<file path="src/rtl/bias_pkg.sv">
// Shared constants and state type for the local bias memory and its load/read sequencer.
// The memory and the controller both import this package, so they always agree on depth.
package bias_pkg;

    localparam int unsigned MAX_BIAS = 10;
    localparam int unsigned DATA_W   = 16;
    localparam int unsigned ADDR_W   = 16;

    typedef enum logic [1:0] {
        IDLE  = 2'd0,
        LOAD  = 2'd1,
        READY = 2'd2
    } bias_state_t;

endpackage

</file>
<file path="src/rtl/bias_load_ctrl.sv">
// Bias memory sequencer: streams a configured number of bias words into the memory,
// then serves paired reads {bias[2p+1], bias[2p]} with one cycle of latency.
module bias_load_ctrl #(
    parameter int unsigned MAX_BIAS = bias_pkg::MAX_BIAS,
    parameter int unsigned DATA_W   = bias_pkg::DATA_W,
    parameter int unsigned ADDR_W   = bias_pkg::ADDR_W
) (
    input  logic                  clk,
    input  logic                  rst,
    input  logic                  cfg_start,
    input  logic [ADDR_W-1:0]     cfg_bias_num,
    output logic                  cfg_err,
    input  logic                  in_valid,
    input  logic [DATA_W-1:0]     in_data,
    output logic                  in_ready,
    output logic                  load_done,
    output logic                  busy,
    input  logic                  rd_req,
    input  logic [ADDR_W-1:0]     rd_pair_idx,
    output logic                  rd_ready,
    output logic                  rd_valid,
    output logic [2*DATA_W-1:0]   rd_data,
    output logic                  rd_err,
    output logic                  mem_write_signal,
    output logic                  mem_read_signal,
    output logic [ADDR_W-1:0]     mem_addr,
    output logic [DATA_W-1:0]     mem_write_data,
    input  logic [2*DATA_W-1:0]   mem_read_data
);

    import bias_pkg::*;

    localparam logic [ADDR_W-1:0] MAX_NUM = ADDR_W'(MAX_BIAS);

    bias_state_t           state_q, state_d;
    logic [ADDR_W-1:0]     num_q, num_d;
    logic [ADDR_W-1:0]     wc_q, wc_d;
    logic                  cfg_err_q, cfg_err_d;
    logic                  load_done_q, load_done_d;
    logic                  rd_valid_q, rd_valid_d;
    logic                  rd_err_q, rd_err_d;
    logic [2*DATA_W-1:0]   rd_data_q, rd_data_d;

    logic                  cfg_ok;
    logic                  last_beat;
    logic [ADDR_W:0]       pair_lo;
    logic [ADDR_W:0]       num_ext;
    logic                  pair_ok;
    logic                  odd_tail;

    assign cfg_ok    = (cfg_bias_num != '0) && (cfg_bias_num <= MAX_NUM);
    assign last_beat = (wc_q == (num_q - 1'b1));

    // Pair bounds are evaluated one bit wider so 2p cannot overflow for large indices.
    assign pair_lo  = {rd_pair_idx, 1'b0};
    assign num_ext  = {1'b0, num_q};
    assign pair_ok  = (pair_lo < num_ext);
    assign odd_tail = ({rd_pair_idx, 1'b1} == num_ext);

    always_comb begin
        state_d          = state_q;
        num_d            = num_q;
        wc_d             = wc_q;
        cfg_err_d        = 1'b0;
        load_done_d      = 1'b0;
        rd_valid_d       = 1'b0;
        rd_err_d         = 1'b0;
        rd_data_d        = rd_data_q;
        in_ready         = 1'b0;
        busy             = 1'b0;
        rd_ready         = 1'b0;
        mem_write_signal = 1'b0;
        mem_read_signal  = 1'b0;
        mem_addr         = '0;
        mem_write_data   = '0;

        case (state_q)
            IDLE, READY: begin
                // A configuration pulse always takes priority over a same-cycle read.
                if (state_q == READY) begin
                    rd_ready = !cfg_start;
                end
                if (cfg_start) begin
                    if (cfg_ok) begin
                        num_d   = cfg_bias_num;
                        wc_d    = '0;
                        state_d = LOAD;
                    end else begin
                        cfg_err_d = 1'b1;
                    end
                end else if ((state_q == READY) && rd_req) begin
                    rd_valid_d = 1'b1;
                    if (pair_ok) begin
                        mem_read_signal = 1'b1;
                        mem_addr        = rd_pair_idx;
                        rd_data_d       = odd_tail ?
                                          {{DATA_W{1'b0}}, mem_read_data[DATA_W-1:0]} :
                                          mem_read_data;
                    end else begin
                        rd_err_d  = 1'b1;
                        rd_data_d = '0;
                    end
                end
            end

            LOAD: begin
                in_ready = 1'b1;
                busy     = 1'b1;
                if (in_valid) begin
                    mem_write_signal = 1'b1;
                    mem_addr         = wc_q;
                    mem_write_data   = in_data;
                    wc_d             = wc_q + 1'b1;
                    if (last_beat) begin
                        state_d     = READY;
                        load_done_d = 1'b1;
                    end
                end
            end

            default: begin
                state_d = IDLE;
            end
        endcase
    end

    always_ff @(posedge clk or negedge rst) begin
        if (!rst) begin
            state_q     <= IDLE;
            num_q       <= '0;
            wc_q        <= '0;
            cfg_err_q   <= 1'b0;
            load_done_q <= 1'b0;
            rd_valid_q  <= 1'b0;
            rd_err_q    <= 1'b0;
            rd_data_q   <= '0;
        end else begin
            state_q     <= state_d;
            num_q       <= num_d;
            wc_q        <= wc_d;
            cfg_err_q   <= cfg_err_d;
            load_done_q <= load_done_d;
            rd_valid_q  <= rd_valid_d;
            rd_err_q    <= rd_err_d;
            rd_data_q   <= rd_data_d;
        end
    end

    assign cfg_err   = cfg_err_q;
    assign load_done = load_done_q;
    assign rd_valid  = rd_valid_q;
    assign rd_err    = rd_err_q;
    assign rd_data   = rd_data_q;

endmodule

</file>
<file path="config.mk">
export PLATFORM = sky130hd
export DESIGN_NAME = bias_load_ctrl
export DESIGN_NICKNAME = d
export VERILOG_FILES = /design/src/rtl/bias_pkg.sv /design/src/rtl/bias_load_ctrl.sv
export SDC_FILE = /design/constraint.sdc
export NUM_CORES = 1
export LEC_CHECK = 0
export ABC_AREA = 1
export CAP_MARGIN = 20
export CORE_MARGIN = 3
export CORE_UTILIZATION = 38
export CTS_CLUSTER_DIAMETER = 80
export DETAILED_ROUTE_END_ITERATION = 16
export PLACE_DENSITY = 0.69
export REMOVE_ABC_BUFFERS = 1
export SLEW_MARGIN = 20
export SYNTH_ARGS = -nofsm -noshare
export SYNTH_HDL_FRONTEND = slang
export SYNTH_SLANG_ARGS = --single-unit
</file>
<file path="constraint.sdc">
create_clock -name clk -period 4.2 [get_ports clk]
set_input_delay 0.84 -clock clk [delete_from_list [all_inputs] [get_ports clk]]
set_output_delay 0.84 -clock clk [all_outputs]
set_load 0.01 [all_outputs]
</file>
==> out/qor_table.md, run 1 <==
| Item | This run |
| --- | --- |
| Result of the run | finished, final reports clean |
| Number of enable flip-flop cells after synthesis | 0 |
| WP data arrival | 3.36 ns |
| Mean area per synthesized cell | 7.05 µm² |
| Area used by sequential logic in the layout | 1750 µm² |
| Longest individual stage delay on the worst path | 0.56 ns |
| Number of vias after detailed routing | 4844 |
| FILL cells | 1106 |
| Wire length after detailed routing | 14.6 mm |
| HP Start | rd_data[27] |
| Worst-path cell chain | clkdlybuf4s50_1, ha_1, nand2_1, inv_1, o21ai_0, a21oi_1, nor2_2, nand4_4, inv_8, nand2_1, o21ai_0, clkdlybuf4s50_1 |
| Timing-limited maximum frequency | 0.238 GHz |
| Crit start category | primary input |
| Post-DP HPWL | 11.3 mm |
| Antenna violations before repair | 0 |
| Clock Root Buffer | sky130_fd_sc_hd__clkbuf_16 |
| Number of maximum-capacitance constraint violations | 0 |
| Detailed-route wire length per cell | 15.3 µm |
| Number of global-route vias before repair | 4886 |
| I/O pin count | 158 |
| CTS Buf Count | 9 |
| Number of levels in the clock H-tree | 3 |
| Cell area after synthesis | 4590 µm² |
| Classification of the worst-slack hold path | flop to flop |
| Worst setup path class | primary input to primary output |
| Share of the cycle needed by the critical path after routing | 99.9% |
| Overall power consumption | 1.74 mW |
| Cell type contributing the most total cell area after synthesis | sky130_fd_sc_hd__dfrtp_1 |
| Worst flop-to-flop path startpoint | num_q[7] |
| Most used DFF post-synth | sky130_fd_sc_hd__dfrtp_1 |
| Post-synth ARST share | 100% |
| Final GP Congestion | 0.864 |
| Final sum of negative setup slack | 0 ns |
| Height of the die | 116 µm |
| Multi-input gate area | 2490 µm² |
| Time the worst path needs with I/O delays and setup | 4.20 ns |
| Buffers from clock root to sink, at most | 2 |
| Maximum fanout along the worst path | 8 |
| Number of synthesized register bits | 70 |
| Count of nets left with antenna violations after detail routing | 0 |
| CP bufs+invs | 4 |
| Leading cell type by number of instances after synthesis | sky130_fd_sc_hd__nand2_1 |
| Tot GR Track Use | 21.9% |
| Pin count of the biggest net entering global routing | 43 |
| Worst path required time | 3.36 ns |
| Pwr Density | 260 nW/µm² |
| Path depth of the worst reg2reg path | 13 |
| Area growth, synth to finish | 45.9% |
| CTS Hold Bufs | 0 |
| Clock-pin slew reported for the worst setup and hold paths after clock tree synthesis | 0.05 ns |
| Ratio of routed vias to standard cells | 5.07 |
| Clk sink count | 70 |
| Area inside the core boundary | 11600 µm² |
| Number of distinct standard cells referenced by the synthesized netlist | 41 |
| Number of diodes added for antenna fixing | 0 |
| Min-Delay Path Depth | 2 |
| Leading post-synthesis cells by instance count | sky130_fd_sc_hd__nand2_1, sky130_fd_sc_hd__o21ai_0, sky130_fd_sc_hd__dfrtp_1, sky130_fd_sc_hd__nor2_1, sky130_fd_sc_hd__inv_1 |
| Endpoint of the worst register-to-register path | rd_data[11] |
| Max stage delay cell, worst path | sky130_fd_sc_hd__clkdlybuf4s50_1 |
| Maximum VDD drop | 153 µV |
| Pin slew with the least headroom to its limit | 0.651 ns |
| Area share of the leading cell type in the synthesized netlist | 38.1% |
| Largest cells by area after synthesis | sky130_fd_sc_hd__dfrtp_1, sky130_fd_sc_hd__nand2_1, sky130_fd_sc_hd__o21ai_0 |
| Relative slew slack | 56.5% |
| Utilization after layout | 57.7% |
| CTS tree | built |
| DRC marker count from the first detailed-route iteration | 304 |
| Kind of capture point of the worst setup path | primary output |
| Final global-route overflow total | 0 |
| Layout cells sized above 1 | 8.12% |
| Number of port buffers | 157 |
| Pre-Repair DR Iteration Count | 7 |
| Top Family by Delay on Critical Path | buffers and inverters |
| Placement Rows | 39 |
| Area of the die | 13400 µm² |
| Final net count | 911 |
| Global-route wire length before repair | 23.3 mm |
| Cells after synthesis | 651 |
| Static leakage power | 3.39 nW |
| Final setup viols | 0 |
| Max Slew Vio Count | 0 |
| Worst clock skew | 0.00762 ns |
| Final hold vios | 0 |
| DRC violation count after routing | 0 |
| Horizontal die dimension | 116 µm |
| Count of yosys warnings during synthesis | 0 |
| Worst setup slack for register-to-register paths | 1.73 ns |
| Initial core utilization | 39.5% |
| Seq/Total Area, Yosys | 38.1% |
| Clock network latency to the later pin of the worst-skew pair | 0.34 ns |
| Hold endpoint | rd_data[27] |
==> kinds of logic after synthesis <==
family          count (synthesis)  share of synthesized area [%]
compound gates                100                           11.7
xor+xnor                       22                           4.20
fa+ha+maj                      17                           4.63
buf+inv                        93                           8.12
flops                          70                           38.1
simple gates                  349                           33.2
==> cell type report <==
cell class | instances | area share (%)
Timing Repair inverter | 1 | 0.131
Multi-Input combinational cell | 488 | 37.1
Clock buffer | 9 | 3.36
Inverter | 66 | 3.81
Sequential cell | 70 | 26.1
Clock inverter | 6 | 1.29
Timing Repair Buffer | 173 | 25.5
Tap cell | 143 | 2.67
==> worst max-delay path by stage <==
stage               cells past startpoint  slack, ns           start           end
global placement                       12       0.03  rd_pair_idx[1]   mem_addr[1]
global route                           12      -0.07  rd_pair_idx[9]   mem_addr[3]
floorplan                               8       0.92  rd_pair_idx[3]  mem_addr[14]
finish                                 12      0.003  rd_pair_idx[9]   mem_addr[3]
CTS                                    12       0.03  rd_pair_idx[9]   mem_addr[2]
detailed placement                     12      -0.04  rd_pair_idx[9]   mem_addr[6]
==> repair_timing <==
| action | 4_1_cts | 5_1_grt |
|---|---|---|
| gates resized for setup | 1 | 19 |
| gates cloned | 0 | 1 |
| buffers inserted | 0 | 3 |
| endpoints found under the setup margin | 13 | 16 |
==> worst reg2reg max path, stage by stage (launching register included) <==
cell	delay (ns)
sky130_fd_sc_hd__dfrtp_1	0.46
sky130_fd_sc_hd__inv_1	0.12
sky130_fd_sc_hd__ha_1	0.31
sky130_fd_sc_hd__inv_1	0.05
sky130_fd_sc_hd__nor3_2	0.19
sky130_fd_sc_hd__buf_4	0.14
sky130_fd_sc_hd__nand4_1	0.16
sky130_fd_sc_hd__nand4_4	0.22
sky130_fd_sc_hd__clkinv_4	0.11
sky130_fd_sc_hd__buf_4	0.17
sky130_fd_sc_hd__buf_4	0.13
sky130_fd_sc_hd__buf_4	0.18
sky130_fd_sc_hd__nand2_1	0.08
sky130_fd_sc_hd__nand2_1	0.05
==> cells in the final DEF, fill, tap and decap left out, drive strengths merged, types with 17 or more instances in the layout <==
cell type | Yosys | layout
buf | 8 | 17
clkdlybuf4s50 | 0 | 148
dfrtp | 70 | 70
ha | 17 | 17
inv | 64 | 65
nand2 | 214 | 214
nand3 | 32 | 32
nor2 | 77 | 77
o21ai | 73 | 73
xor2 | 19 | 19
==> report_power, final <==
group | total, mW | leakage, nW | internal (mW) | switching (mW)
clock network | 0.814 | 0.152 | 0.516 | 0.297
logic | 0.222 | 2.32 | 0.122 | 0.0996
registers | 0.704 | 0.918 | 0.690 | 0.0133
total | 1.74 | 3.39 | 1.33 | 0.410
==> registers in the layout (all words and copies together) (netlist names) <==
register / cells
rd_err: 1
num_q: 16
cfg_err: 1
wc_q: 16
load_done: 1
rd_valid: 1
rd_data: 32
state_q: 2
==> metal layers <==
metal	routed length, µm	global-route usage [%]
met1	6310	28.2
met2	7110	37.7
met3	994	4.54
met4	219	5.49
met5	0	0
==> through the flow <==
step           std cells  instance area (µm²)  hold slack, ns  setup WS [ns]
2_1_floorplan        624                 4470           0.477          0.917
3_3_place_gp         937                 6310           0.490         0.0332
3_5_place_dp         937                 6310           0.497        -0.0447
4_1_cts              952                 6620           0.510         0.0275
5_1_grt              956                 6700           0.532        -0.0705
6_report             956                 6700           0.506        0.00305
Power figures use the tool's default switching activity.
==> inputs of run 2 (changes only) <==
Settings changed: ABC_CLOCK_PERIOD_IN_PS set to 4200, CORE_MARGIN 3 to 4.
==> run 2 against run 1 <==
  * Final cell count is 0.10% higher
  * Critical path depth stayed put
  * Critical path type unchanged
  * Power is 0.59% higher
  * Via count is 1.3% lower
  * Design area is 0.22% higher
  * Clock skew is 0.00079 ns lower
  * Routed wire length is 0.36% lower
  * Highest routed layer unchanged
  * Fmax is 1.4% higher
  * Non-clock buffer count stayed put
==> out/qor_table.md, run 2 (same netlist as run 1, synthesis figures left out) <==
| Item | This run | Change |
| --- | --- | --- |
| Result of the run | finished, final reports clean |  |
| Global-route wire length before repair | 23.0 mm | -1.4% |
| Number of diodes added for antenna fixing | 0 | unchanged |
| Final hold vios | 0 | unchanged |
| Final net count | 911 | unchanged |
| Area of the die | 13900 µm² | +3.5% |
| Pin slew with the least headroom to its limit | 0.643 ns | -0.00791 ns |
| Number of global-route vias before repair | 4699 | -3.8% |
| Time the worst path needs with I/O delays and setup | 4.14 ns | -0.0567 ns |
| Pin count of the biggest net entering global routing | 46 | +7.0% |
| Pre-Repair DR Iteration Count | 5 | -2 |
| Maximum VDD drop | 155 µV | +1.5% |
| Worst setup endpoint | mem_addr[5] |  |
| Max Slew Vio Count | 0 | unchanged |
| WP data arrival | 3.30 ns | -0.06 ns |
| Relative slew slack | 57.0% | +0.53 points |
| Final setup viols | 0 | unchanged |
| Kind of capture point of the worst setup path | primary output |  |
| Utilization after layout | 57.8% | +0.13 points |
| Static leakage power | 3.38 nW | -0.35% |
| Timing-limited maximum frequency | 0.242 GHz | +1.4% |
| Number of port buffers | 157 | unchanged |
| Final-layout worst hold slack | 0.505 ns | -0.000849 ns |
| CP bufs+invs | 3 | -1 |
| Clock network latency to the later pin of the worst-skew pair | 0.33 ns | about the same |
| Layout cells sized above 1 | 8.23% | +0.11 points |
| Path depth of the worst reg2reg path | 12 | -1 |
| Clk sink count | 70 | unchanged |
| Critical path origin | rd_pair_idx[1] |  |
| Ratio of routed vias to standard cells | 5.00 | -1.4% |
| I/O pin count | 158 | unchanged |
| Commonest non-fill, non-tap cells in the layout | sky130_fd_sc_hd__nand2_1, sky130_fd_sc_hd__clkdlybuf4s50_1, sky130_fd_sc_hd__o21ai_0 |  |
| Min-Delay Path Depth | 2 | unchanged |
| Number of levels in the clock H-tree | 3 | unchanged |
| Wire length after detailed routing | 14.6 mm | -0.36% |
| Share of the cycle needed by the critical path after routing | 98.6% | -1.4 points |
| Clock-pin slew reported for the worst setup and hold paths after clock tree synthesis | 0.06 ns | about the same |
| Classification of the worst-slack hold path | flop to flop |  |
| Number of vias after detailed routing | 4781 | -1.3% |
| Buffers from clock root to sink, at most | 2 | unchanged |
| Worst flop-to-flop path startpoint | num_q[4] |  |
| Maximum fanout along the worst path | 8 | unchanged |
| Placement Rows | 39 | unchanged |
| Number of maximum-capacitance constraint violations | 0 | unchanged |
| Pwr Density | 261 nW/µm² | +0.37% |
| Largest register FFs | 32 | unchanged |
| Overall power consumption | 1.75 mW | +0.59% |
| CP Depth | 12 | unchanged |
| DRC violation count after routing | 0 | unchanged |
| Count of nets left with antenna violations after detail routing | 0 | unchanged |
| Worst path required time | 3.36 ns | about the same |
| Worst clock skew | 0.00682 ns | -0.000793 ns |
| Area inside the core boundary | 11600 µm² | unchanged |
| DRC marker count from the first detailed-route iteration | 318 | +4.6% |
| CTS Buf Count | 9 | unchanged |
| Area growth, synth to finish | 46.2% |  |
| Most common cell after layout, fill and taps aside | sky130_fd_sc_hd__nand2_1 |  |
| Tot GR Track Use | 20.4% | -1.5 points |
| Horizontal die dimension | 118 µm | +1.7% |
| CTS tree | built |  |
| Height of the die | 118 µm | +1.7% |
| Post-DP HPWL | 11.2 mm | -1.3% |
| Initial core utilization | 39.5% | unchanged |
| Antenna violations before repair | 0 | unchanged |
| Clock Root Buffer | sky130_fd_sc_hd__clkbuf_16 |  |
| Crit start category | primary input |  |
| Detailed-route wire length per cell | 15.2 µm | -0.46% |
| RSZ-0062 raised after global routing | true |  |
| Final GP Congestion | 0.846 | -2.1% |
| Top Family by Delay on Critical Path | buffers and inverters |  |
| Max stage delay cell, worst path | sky130_fd_sc_hd__clkdlybuf4s50_1 |  |
| Endpoint of the worst register-to-register path | rd_data[10] |  |
| Worst setup path class | primary input to primary output |  |
| Worst setup slack for register-to-register paths | 1.72 ns | about the same |
| Final global-route overflow total | 0 | unchanged |
| Worst-path cell chain | clkdlybuf4s50_1, ha_1, a21oi_2, nor2_1, o21ai_0, o211ai_1, nand2_1, nand4_4, inv_4, nand2_1, o21ai_0, clkdlybuf4s50_1 |  |
| Longest individual stage delay on the worst path | 0.57 ns | about the same |
## run 2: worst min path at each step
stage                        to  slack (ns)         from
floorplan             num_q[15]        0.48    num_q[15]
global placement    rd_data[15]        0.49  rd_data[15]
detailed placement  rd_data[15]        0.49  rd_data[15]
CTS                 rd_data[15]        0.51  rd_data[15]
global route        rd_data[15]        0.53  rd_data[15]
finish               rd_data[5]        0.50   rd_data[5]
## run 2: power by group
group	internal, mW	switching, mW
combinational	0.120	0.0981
sequential	0.690	0.0126
clock	0.537	0.291
## run 2: metrics by stage
| stage | TNS, ns | cell area (µm²) | instances | setup WS [ns] |
|---|---|---|---|---|
| floorplan | 0 | 4470 | 624 | 0.917 |
| global placement | 0 | 6290 | 935 | 0.000670 |
| detailed placement | -0.738 | 6290 | 935 | -0.0831 |
| CTS | 0 | 6620 | 951 | 0.00755 |
| global route | -0.0924 | 6710 | 957 | -0.0309 |
| finish | 0 | 6710 | 957 | 0.0598 |
## run 2: routing by layer
layer  vias up  track usage (%)  share of wire [%]
met5         -                0                  0
met4         0             6.59                2.1
met3        20             5.00                6.5
met2       167             34.6                 48
met1      2201             25.4                 44
li1       2393                -                  -
## run 2: cell type report
class,instances,area [µm²]
inverters,66,253
clock buffers,11,243
clock inverters,5,82.6
well taps,143,179
fillers,1079,4900
repair buffers,173,1700
multi-input cells,488,2490
flip-flops and latches,70,1750
repair inverters,1,6.26
## run 2: timing repair
item | CTS | global route
gates resized for setup | 1 | 16
pin swaps | 0 | 2
gates cloned | 0 | 1
setup endpoints to repair | 16 | 16
hold buffers | 0 | 0
setup buffers | 0 | 5
## run 2: worst register-to-register path: stages (launching register included)
cell and delay [ns]:
sky130_fd_sc_hd__dfrtp_1 0.50, sky130_fd_sc_hd__inv_1 0.11, sky130_fd_sc_hd__ha_1 0.30, sky130_fd_sc_hd__a21o_1 0.19, sky130_fd_sc_hd__o21ai_0 0.22, sky130_fd_sc_hd__o211ai_1 0.13, sky130_fd_sc_hd__nand2_1 0.15, sky130_fd_sc_hd__nand4_4 0.15
sky130_fd_sc_hd__inv_4 0.18, sky130_fd_sc_hd__buf_4 0.14, sky130_fd_sc_hd__buf_4 0.20, sky130_fd_sc_hd__nand2_1 0.07, sky130_fd_sc_hd__nand2_1 0.08
==> patch 1: new RTL, config.mk and constraints of run 2 <==
Put one more register stage on the output `rd_err`, without a reset. The value now appears one clock later. The other outputs are not delayed to match.
--- a/src/rtl/bias_load_ctrl.sv
+++ b/src/rtl/bias_load_ctrl.sv
@@ -151,3 +151,5 @@
     assign rd_valid  = rd_valid_q;
-    assign rd_err    = rd_err_q;
+    always_ff @(posedge clk) begin
+        rd_err <= rd_err_q;
+    end
     assign rd_data   = rd_data_q;
Function: changed (Yosys sat finds a counterexample within 4 cycles, from zero or initial values and one cycle with rst low).
==> patch 1 against run 2 <==
Critical endpoint is now mem_addr[0]; largest power group unchanged; total power down 0.79%; sequential cell count increased by 1; maximum frequency is 2.1% higher; area after synthesis increased by 0.44%; core utilization down 0.76 points; worst setup slack improved by 0.084 ns; final area decreased by 0.89%; highest routed layer unchanged; routed wire length is essentially flat.
==> patch 1: results (changes against run 2) <==
met2 Usage GRT: 0.360 (+0.0134)
vias per cell: 5.00 (about the same)
Peak VDD IR: 0.168 mV (+8.3%)
DR WL met2: 7.07 mm (+1.8%)
final hold vios: 0 (unchanged)
post-synthesis sequential area ratio: 0.384 (+0.00268)
Lkg Pwr: 3.26 nW (-3.5%)
largest cells by area after synthesis: dfrtp_1, nand2_1, o21ai_0, nor2_1, inv_1
critical path's slowest cell: clkdlybuf4s50_1
met3 WL: 785 um (-18%)
Worst Setup SP: rd_pair_idx[1]
Met1 Wirelength: 6.38 mm (about the same)
number of global-route vias before repair: 4821 (+2.6%)
M1 GR Usage: 0.267 (+0.0133)
Root Buffer: clkbuf_16
pins over their slew limit: 0 (unchanged)
Global Route met3 Usage: 0.0430 (-0.00700)
fillers: 1104 (+2.3%)
largest net degree at the start of global routing: 48 (+4.3%)
hold path endpoint: rd_err
CTS resizes: 0 (-1)
outcome: finished clean
Max Root-Sink Buffers: 2 (unchanged)
switching share of power: 0.231 (+0.00172)
Synthesis Warnings: 0 (unchanged)
Crit Reg-Reg Endpoint: rd_data[14]
HP Start: rd_err_q
FFs w/ async S/R, synth: 0.986 (-0.0141)
top cells by count, synth: nand2_1, o21ai_0, dfrtp_1, nor2_1, inv_1
r2r setup slk: 1.94 ns (+0.22 ns)
Total Neg Setup Slack: 0 ns (unchanged)
Least-Margin Pin Slew: 0.649 ns (+0.00582 ns)
Placed Area: 0.00633 mm^2 (+0.60%)
final wirelength: 14.6 mm (about the same)
first-pass GRT wire length: 23.9 mm (+4.0%)
Final #Nets: 905 (-0.66%)
htree depth: 3 (unchanged)
GRT Util Overall: 0.211 (+0.00696)
hold depth: 0 (-2)
post-detail-place hpwl: 11.4 mm (+2.1%)
fraction of layout cells with a size suffix above 1: 0.0719 (-0.0104)
DR iter-0 viols: 338 (+6.3%)
crit path DAT: 3.22 ns (-0.08 ns)
CP Max Fanout: 6 (-2)
clk_skew: 0.00510 ns (-0.00172 ns)
GP Congestion: 0.887 (+4.8%)
TritonRoute pass-1 iters: 4 (-1)
Yosys cell types: 42 (+2.4%)
[patch 1: cell type report]
cell class / count / area (um^2) / share of cell area
clock buffers: 9 / 225 / 0.0338
inverters: 66 / 248 / 0.0372
well taps: 143 / 179 / 0.0269
flip-flops and latches: 71 / 1770 / 0.266
clock inverters: 6 / 86.3 / 0.0130
multi-input cells: 488 / 2470 / 0.372
repair buffers: 167 / 1670 / 0.251
[patch 1: logic make-up (layout without fill, tap and decap cells)]
| kind of cell | count (synthesis) | in the layout | share of synthesized area |
|---|---|---|---|
| AO/OA/AOI/OAI | 100 | 100 | 0.116 |
| XOR/XNOR | 22 | 22 | 0.0418 |
| adder cells (fa/ha/maj) | 17 | 17 | 0.0461 |
| buffers and inverters | 93 | 248 | 0.0808 |
| flip-flops | 71 | 71 | 0.384 |
| AND/OR/NAND/NOR | 349 | 349 | 0.331 |
[patch 1: per-stage QoR]
step / hold slack, ns / worst slack, ns / util / instances
finish: 0.341 / 0.144 / 0.571 / 950
CTS: 0.345 / 0.111 / 0.570 / 950
detailed placement: 0.333 / 0.129 / 0.543 / 935
floorplan: 0.324 / 0.917 / - / 625
global placement: 0.332 / 0.0927 / 0.543 / 935
global route: 0.348 / 0.0159 / 0.571 / 950
[patch 1: power by group through the flow]
stage / Sequential [mW] / Clock, mW / Combinational, mW
2_1_floorplan: 0.728 / 0 / 0.0624
3_3_place_gp: 0.724 / 0 / 0.214
3_5_place_dp: 0.725 / 0 / 0.218
4_1_cts: 0.713 / 0.818 / 0.219
5_1_grt: 0.715 / 0.848 / 0.241
6_report: 0.713 / 0.805 / 0.217
[patch 1: how the worst max path moves through the flow]
stage,to
floorplan,mem_addr[14]
global placement,mem_addr[14]
detailed placement,mem_addr[14]
CTS,mem_addr[0]
global route,mem_addr[2]
finish,mem_addr[0]
==> patch 2: new RTL, settings of run 2 <==
Made on the original files. Change the package constant `MAX_BIAS` from 10 to 5.
--- a/src/rtl/bias_pkg.sv
+++ b/src/rtl/bias_pkg.sv
@@ -4,3 +4,3 @@
 
-    localparam int unsigned MAX_BIAS = 10;
+    localparam int unsigned MAX_BIAS = 5;
     localparam int unsigned DATA_W   = 16;
Behaviour: not the same (Yosys sat finds a counterexample within 4 cycles, from zero or initial values and one cycle with rst low).
==> patch 2 against run 2 <==
Area after synthesis decreased by 2.8%; final cell count decreased by 3.6%; sequential cell count unchanged; first-iteration DRC count fell by 5.3%; hold slack worse by 0.024 ns; routed wire length down 6.7%; worst setup slack improved by 0.090 ns; core utilization down 1.1 points; count of clock-buffer cells in the layout is the same; final area down 3.2%; sequential share of layout area is 0.87 points higher; largest cell class unchanged; highest routed layer unchanged.
Power is not compared: it rests on default switching activity, and its combinational part moved more than twofold at a synthesized area within 25%.
==> patch 2: results (changes against run 2) <==
outcome: finished clean
Worst Hold Class: flip-flop to flip-flop
IO buf count: 157 (unchanged)
pre-CTS setup slack: -0.0674 ns (+0.0157 ns)
ys flop type: dfrtp_1
post-synthesis sequential area ratio: 0.392 (+0.0108)
DR iter-0 viols: 301 (-5.3%)
Root Buffer: clkbuf_16
max FFs per register: 32 (unchanged)
largest net degree at the start of global routing: 47 (+2.2%)
fraction of layout cells with a size suffix above 1: 0.0692 (-0.0131)
clk_skew: 0.00994 ns (+0.00311 ns)
final wirelength: 13.6 mm (-6.7%)
FFs w/ async S/R, synth: 1.00 (unchanged)
Max Root-Sink Buffers: 2 (unchanged)
Final #Nets: 877 (-3.7%)
worst skew pair latency: 0.34 ns
Placed Area: 0.00617 mm^2 (-1.9%)
Worst slew margin: 0.521 (-0.0488)
TritonRoute pass-1 iters: 5 (unchanged)
Ant. Diodes: 0 (unchanged)
Reg clk slew, reported paths: 0.06 ns (about the same)
switching share of power: 0.419
GP Congestion: 0.865 (+2.3%)
GRT Util Overall: 0.209 (+0.00574)
post-detail-place hpwl: 10.7 mm (-3.8%)
Lkg Pwr: 3.18 nW
number of flops mapped to enable cells by yosys: 0 (unchanged)
htree depth: 3 (unchanged)
first-pass GRT wire length: 22.2 mm (-3.4%)
Num CTS Buffers: 9 (unchanged)
CP Max Fanout: 6 (-2)
Yosys cell types: 37 (-9.8%)
Synthesis Warnings: 0 (unchanged)
number of global-route vias before repair: 4682 (-0.36%)
number of antenna violations at the first check in global routing: 0 (unchanged)
Peak VDD IR: 0.251 mV
top cells by count, synth: nand2_1, nor2_1, dfrtp_1, inv_1, nand3_1
vias per cell: 4.97 (-0.57%)
fillers: 1078 (-0.093%)
largest cells by area after synthesis: dfrtp_1, nand2_1, nor2_1, inv_1, ha_1
patch 2: changes by cell type after synthesis, sizes merged, moves of 5 or more:
| cell | before | now |
|---|---|---|
| o21ai | 73 | 30 |
| nand2 | 214 | 202 |
| clkbuf | 19 | 14 |
| nor3 | 8 | 13 |
| inv | 64 | 70 |
| xnor2 | 3 | 12 |
| o22ai | 1 | 13 |
| nor2 | 77 | 82 |
patch 2: area by class of cell:
type	instances	area [um^2]	share of cell area
Inverter	70	265	0.0408
Sequential cell	70	1750	0.270
Timing Repair Buffer	167	1650	0.255
Clock inverter	5	58.8	0.00905
Tap cell	143	179	0.0275
Clock buffer	11	243	0.0374
Multi-Input combinational cell	457	2350	0.361
patch 2: what timing repair did:
action / CTS / global route
buffers inserted: 0 / 0
hold endpoints to repair: 0 / 0
gates resized for setup: 2 / 8
pin swaps: 0 / 1
setup endpoints to repair: 6 / 16
gates cloned: 0 / 0
patch 2: final timing paths:
check,start,end,slack [ns],cells after the start
worst max register to register,num_q[4],rd_data[1],1.77,13
worst min-delay path,rd_data[0],rd_data[0],0.48,2
max in group asynchronous,rst,wc_q[15],2.66,2
worst min register to register,rd_data[0],rd_data[0],0.48,2
worst max-delay path,rd_pair_idx[3],mem_read_signal,0.15,11
min in group asynchronous,rst,rd_data[28],0.51,1
patch 2: power by group through the flow:
| stage | logic, mW | registers, mW | clock network, mW |
|---|---|---|---|
| 4_1_cts | 2.01 | 1.08 | 0.784 |
| 2_1_floorplan | 1.16 | 1.12 | 0 |
| 5_1_grt | 2.25 | 1.11 | 0.812 |
| 6_report | 2.00 | 1.08 | 0.771 |
| 3_3_place_gp | 1.96 | 1.07 | 0 |
| 3_5_place_dp | 1.99 | 1.08 | 0 |
patch 2: per-stage QoR:
step | std cells | TNS [ns]
finish | 923 | 0
CTS | 923 | 0
floorplan | 597 | 0
detailed placement | 907 | -0.298
global route | 923 | -0.00548
global placement | 907 | -0.0247
patch 2: worst max-delay path: stages:
cell,delay [ns]
clkdlybuf4s50_1,0.43
ha_1,0.32
a21o_1,0.19
o21ai_1,0.16
o311ai_1,0.14
nand2_1,0.11
nand4_1,0.11
buf_4,0.19
inv_4,0.09
buf_4,0.11
clkdlybuf4s50_1,0.52
patch 2: logic make-up (layout without fill, tap and decap cells):
kind of cell	Yosys count	count (layout)	share of synthesized area
compound gates	64	64	0.0824
xor+xnor	27	27	0.0530
simple gates	349	349	0.340
flops	70	70	0.392
fa+ha+maj	17	17	0.0476
buf+inv	92	253	0.0843
patch 2: metal layers:
metal | GRT usage | wire [um] | vias to the layer above
met2 | 0.362 | 6810 | 141
met1 | 0.256 | 5740 | 2149
li1 | - | - | 2281
met3 | 0.0544 | 823 | 14
met5 | 0 | 0 | -
met4 | 0.0657 | 239 | 0
